[config.mk]
export PLATFORM = sky130hd
export DESIGN_NAME = cv32e41s_div_seq
export DESIGN_NICKNAME = d
export VERILOG_FILES = /design/src/rtl/cv32e41s_pkg.sv /design/src/rtl/cv32e41s_div_seq.sv
export SDC_FILE = /design/constraint.sdc
export NUM_CORES = 1
export LEC_CHECK = 0
export ABC_CLOCK_PERIOD_IN_PS = 15100
export BUFFER_PORTS_ARGS = -buffer_cell sky130_fd_sc_hd__buf_4
export CORE_ASPECT_RATIO = 0.5
export CORE_MARGIN = 2
export CORE_UTILIZATION = 35
export DETAILED_ROUTE_END_ITERATION = 8
export GPL_ROUTABILITY_DRIVEN = 0
export PLACE_DENSITY = 0.56
export SKIP_LAST_GASP = 1
export SYNTH_ARGS = -nofsm -noshare
export SYNTH_HDL_FRONTEND = slang
export SYNTH_SLANG_ARGS = --single-unit
[constraint.sdc]
create_clock -name clk -period 15.1 [get_ports clk]
set_input_delay 0 -clock clk [delete_from_list [all_inputs] [get_ports clk]]
set_output_delay 0 -clock clk [all_outputs]
set_load 0.005 [all_outputs]
[src/rtl/cv32e41s_pkg.sv]
// Shared types and helpers for the sequential divider in the EX stage.
package cv32e41s_pkg;

    typedef enum logic [1:0] {
        DIV_DIV  = 2'd0,
        DIV_DIVU = 2'd1,
        DIV_REM  = 2'd2,
        DIV_REMU = 2'd3
    } div_opcode_e;

    typedef enum logic [1:0] {
        DIV_IDLE,
        DIV_DIVIDE,
        DIV_FINISH
    } div_state_e;

    localparam logic [31:0] DIV_ZERO_QUOT = 32'hFFFFFFFF;

    function automatic logic div_is_signed(input div_opcode_e op);
        return (op == DIV_DIV) || (op == DIV_REM);
    endfunction

    function automatic logic div_is_quot(input div_opcode_e op);
        return (op == DIV_DIV) || (op == DIV_DIVU);
    endfunction

    function automatic logic [31:0] div_abs(input logic [31:0] x, input logic is_signed);
        return (is_signed && x[31]) ? -x : x;
    endfunction

    function automatic logic [31:0] div_bitrev(input logic [31:0] x);
        logic [31:0] r;
        r = '0;
        for (int unsigned i = 0; i < 32; i++) begin
            r[i] = x[31-i];
        end
        return r;
    endfunction

endpackage

[src/rtl/cv32e41s_div_seq.sv]
// Iterative restoring divider for DIV/DIVU/REM/REMU; borrows the ALU CLZ and
// shifter at accept time to skip leading zero quotient bits.
module cv32e41s_div_seq
    import cv32e41s_pkg::*;
(
    input  logic        clk,
    input  logic        rst_n,
    input  logic        kill_i,
    input  logic [1:0]  div_operator_i,
    input  logic [31:0] op_a_i,
    input  logic [31:0] op_b_i,
    input  logic        valid_i,
    output logic        ready_o,
    output logic        valid_o,
    input  logic        ready_i,
    output logic [31:0] result_o,
    output logic        alu_clz_en_o,
    output logic [31:0] alu_clz_data_rev_o,
    input  logic [5:0]  alu_clz_result_i,
    output logic        alu_shift_en_o,
    output logic [5:0]  alu_shift_amt_o,
    output logic [31:0] div_op_b_abs_o,
    input  logic [31:0] alu_op_b_shifted_i
);

    div_state_e  r_state;
    div_opcode_e r_op;
    logic        r_sign_a;
    logic        r_sign_q;
    logic [31:0] r_rem;
    logic [31:0] r_div;
    logic [31:0] r_quot;
    logic [31:0] r_result;
    logic [4:0]  r_cnt;

    div_opcode_e w_op;
    logic        w_signed;
    logic [31:0] w_a_abs;
    logic [31:0] w_b_abs;
    logic        w_accept;
    logic        w_div_zero;
    logic        w_ovf;
    logic [31:0] w_special_res;
    logic [32:0] w_diff;
    logic [31:0] w_rem_nxt;
    logic [31:0] w_quot_nxt;
    logic [31:0] w_final;
    logic        w_unused_clz_msb;

    assign w_op     = div_opcode_e'(div_operator_i);
    assign w_signed = div_is_signed(w_op);
    assign w_a_abs  = div_abs(op_a_i, w_signed);
    assign w_b_abs  = div_abs(op_b_i, w_signed);

    assign ready_o  = (r_state == DIV_IDLE);
    assign valid_o  = (r_state == DIV_FINISH);
    assign result_o = r_result;
    assign w_accept = valid_i && ready_o && !kill_i;

    assign alu_clz_en_o       = ready_o && valid_i;
    assign alu_shift_en_o     = ready_o && valid_i;
    assign alu_clz_data_rev_o = div_bitrev(w_b_abs);
    assign alu_shift_amt_o    = {1'b0, alu_clz_result_i[4:0]};
    assign div_op_b_abs_o     = w_b_abs;
    // Zero divisor is detected directly on op_b, so the CLZ "32" flag is not needed.
    assign w_unused_clz_msb   = alu_clz_result_i[5];

    assign w_div_zero = (op_b_i == '0);
    assign w_ovf      = w_signed && (op_a_i == 32'h80000000) && (op_b_i == 32'hFFFFFFFF);
    assign w_special_res = w_div_zero ? (div_is_quot(w_op) ? DIV_ZERO_QUOT : op_a_i)
                                      : (div_is_quot(w_op) ? 32'h80000000 : '0);

    assign w_diff     = {1'b0, r_rem} - {1'b0, r_div};
    assign w_rem_nxt  = w_diff[32] ? r_rem : w_diff[31:0];
    assign w_quot_nxt = {r_quot[30:0], ~w_diff[32]};
    assign w_final    = div_is_quot(r_op) ? (r_sign_q ? -w_quot_nxt : w_quot_nxt)
                                          : (r_sign_a ? -w_rem_nxt  : w_rem_nxt);

    always_ff @(posedge clk or negedge rst_n) begin
        if (!rst_n) begin
            r_state  <= DIV_IDLE;
            r_op     <= DIV_DIV;
            r_sign_a <= 1'b0;
            r_sign_q <= 1'b0;
            r_rem    <= '0;
            r_div    <= '0;
            r_quot   <= '0;
            r_result <= '0;
            r_cnt    <= '0;
        end else if (kill_i) begin
            r_state  <= DIV_IDLE;
            r_result <= '0;
        end else begin
            case (r_state)
                DIV_IDLE: begin
                    if (w_accept) begin
                        r_op     <= w_op;
                        r_sign_a <= w_signed & op_a_i[31];
                        r_sign_q <= w_signed & (op_a_i[31] ^ op_b_i[31]);
                        r_rem    <= w_a_abs;
                        r_div    <= alu_op_b_shifted_i;
                        r_quot   <= '0;
                        r_cnt    <= alu_clz_result_i[4:0];
                        if (w_div_zero || w_ovf) begin
                            r_result <= w_special_res;
                            r_state  <= DIV_FINISH;
                        end else begin
                            r_state  <= DIV_DIVIDE;
                        end
                    end
                end
                DIV_DIVIDE: begin
                    r_rem  <= w_rem_nxt;
                    r_quot <= w_quot_nxt;
                    r_div  <= r_div >> 1;
                    if (r_cnt == '0) begin
                        r_result <= w_final;
                        r_state  <= DIV_FINISH;
                    end else begin
                        r_cnt <= r_cnt - 5'd1;
                    end
                end
                DIV_FINISH: begin
                    if (ready_i) begin
                        r_state  <= DIV_IDLE;
                        r_result <= '0;
                    end
                end
                default: r_state <= DIV_IDLE;
            endcase
        end
    end

endmodule
==> impl_metrics.tcl <==
set metrics [dict create \
    status "finished clean" \
    core_area_um2 34400 \
    syn_area_um2 12200 \
    fin_crit_ns 6.12 \
    vdd_ir_drop_max_v 0.000129 \
    yosysTopAreaCell "dfrtp_1" \
    drc 0 \
    initial_core_util_pct 35.5 \
    synth-simple-area-share_pct 17.9 \
    antenna_found_initial 4 \
    cts_root_buf "clkbuf_16" \
    grt_max_degree 88 \
    worstPathArrival_ns 6.46 \
    synth-seq-area-share_pct 28.1 \
    ys_ff_latch 137 \
    avgViaCountPerCell 5.71 \
    ant_nets 0 \
    synth_top_area_share_pct 28.1 \
    post_cts_resized 0 \
    synthesis.instances 1524 \
    grt_pass1_vias 11800 \
    p_leak_uw 0.00675 \
    routed_wl_um 44300 \
    drt-initial-drc-count 1184 \
    place_hpwl_um 32900 \
    end_kind "flop" \
    min_path_type "input port to flop" \
    synth_compound_area_share_pct 28.6 \
    synth_top_family_by_area "compound AO/OA/AOI/OAI gates" \
    synth_commonest_cells "nand2_1 (159), dfrtp_1 (137), o21ai_0 (114), inv_1 (102), nor2_1 (88)" \
    timing_hold_violations_final 0 \
    fin_tns_setup_ns 0 \
    cts_tree "done" \
    drive_above_1_share_pct 16.9 \
    syn_to_final_growth_pct 24.6 \
    clock-sinks 137 \
    powerDensity_nw_per_um2 238 \
    grt_pass1_wl_um 68300 \
    ioPinCount 215 \
    drt-pass1-iter-count 9 \
    worstSkewPairLatency_ns 0.45 \
    max_freq_mhz 163 \
    synth_xor_area_share_pct 10.2 \
    cts_buffer_depth 2 \
    yosysMostFrequentCell "nand2_1" \
    nets 1863 \
    rows 48 \
    worstMarginPinSlew_ns 1.16 \
    drv_slew 0 \
    maxCapViolCount 0 \
    synth-adder-area-share_pct 4.47 \
    track_usage_pct 24.4 \
    io_buffers 212 \
    syn-num-nets 1676 \
    die_h_um 136 \
    rsz0062_at_grt "false" \
    startpoint_type "flop" \
    path_clk_slew_ns 0.07 \
    synth_edf_count 0 \
    yosys_most_used_dff "dfrtp_1" \
    fp.dieArea_um2 36500 \
    die_w_um 268 \
    synth_cell_types 86 \
    cts_max_level 4 \
    ys_top_cells_by_area "dfrtp_1 (28%), xnor2_1 (5.8%), nand2_1 (4.9%)" \
    wire_per_inst_um 20.1 \
    fin_skew_ns 0.0132 \
    totalPowerFinal_uw 3620 \
    required_ns 15.44 \
    yosysWarnings 0 \
    setup_viol 0 \
    whs_ns 0.0482 \
    period_share_pct 40.5 \
    path_max_fanout 36 \
    vias 12600 \
    muxShareOfSynthArea_pct 2.03 \
    critical_path_class "flop to flop" \
    overflow 0 \
    numCtsBuffers 17 \
    slew_headroom_pct 22.4 \
    syn_avg_cell_area_um2 8.02 \
    ys_async_sr_fraction_pct 100 \
]
where the power goes:
group / leakage [µW] / internal (µW) / switching (µW)
Clock: 0.000312 / 298 / 173
Combinational: 0.00464 / 905 / 1630
Sequential: 0.00180 / 475 / 141
layout by cell type, fill, tap and decap left out, types with 26 or more instances in the layout:
master           n
nand2_1        159
ha_1            42
xnor2_1         81
xor2_1          61
buf_4          225
nand4_1         26
a21oi_1         78
dlygate4sd3_1   71
a222oi_1        40
inv_1          102
o211ai_1        33
nor3_1          38
o21ai_0        114
nor2_1          87
o31ai_1         41
a22o_1          30
dfrtp_1        137
worst max-delay path, stage by stage (launching register included):
cell       delay, ns
dfrtp_1         0.47
ha_1            0.47
a21oi_1         0.42
o21ai_1         0.19
a31o_2          0.32
a2111oi_4       0.52
o21ai_4         0.09
buf_4           0.29
o21ai_0         0.38
ha_1            0.27
nand4_1         0.11
or4_1           0.49
o41ai_2         0.39
nand3_1         0.24
or4b_4          0.61
nor3_2          0.13
mux2_2          0.36
a41o_1          0.24
final timing paths:
kind                                     startpoint                        to  slack, ns  cells after the start
max                           r_rem[17]$_DFFE_PN0P_  result_o[28]$_DFFE_PN0P_       8.98                     17
min                                      op_a_i[31]     r_rem[31]$_DFFE_PN0P_       0.05                      4
max reg2reg                   r_rem[17]$_DFFE_PN0P_  result_o[28]$_DFFE_PN0P_       8.98                     17
min reg2reg                result_o[19]$_DFFE_PN0P_  result_o[19]$_DFFE_PN0P_       0.48                      2
max in group asynchronous                     rst_n     r_rem[23]$_DFFE_PN0P_      13.48                      3
min in group asynchronous                     rst_n      r_cnt[2]$_DFFE_PN0P_       0.12                      2
through the flow:
stage	area, µm²	std cells	utilization [%]	setup slack (ns)
2_1_floorplan	12200	1524	-	9.09
5_1_grt	15200	2202	44.2	8.68
3_3_place_gp	13900	2096	40.3	9.09
6_report	15200	2202	44.2	8.98
4_1_cts	15200	2199	44.2	9.06
3_5_place_dp	13900	2096	40.3	9.08
state kept, by name, summed over array words and instances (netlist names):
| name | cells |
|---|---|
| r_cnt | 5 |
| r_div | 32 |
| r_op | 1 |
| r_quot | 31 |
| r_rem | 32 |
| r_sign_a | 1 |
| r_sign_q | 1 |
| r_state | 2 |
| result_o | 32 |
per-layer routing:
metal  vias up  global-route usage [%]  part of all wire (%)
met5         -                       0                 0.029
met4         2                    7.05                   2.2
met3        57                    3.80                   6.9
met2       507                    38.0                    44
met1      6043                    34.7                    47
li1       5963                       -                     -
cell type report:
type | instances | area (µm²)
clock inverters | 11 | 194
clock buffers | 21 | 450
flip-flops and latches | 137 | 3430
inverters | 105 | 394
well taps | 475 | 594
repair buffers | 297 | 2410
multi-input cells | 1153 | 7750
diodes | 3 | 7.51
fillers | 3500 | 19200
cells by family (layout without fill, tap and decap cells):
group,count (synthesis),count (layout)
AOI/OAI and AO/OA,494,494
and+or+nand+nor,449,449
buffers and inverters,234,434
xor gates and xnor gates,142,142
DFF,137,137
adders and majority gates,43,43
muxes,24,24
other,1,4
what timing repair did:
action	CTS	global route
endpoints found under the hold margin	159	0
hold buffers	71	0
setup buffers	0	0
(Power assumes the default switching activity.)
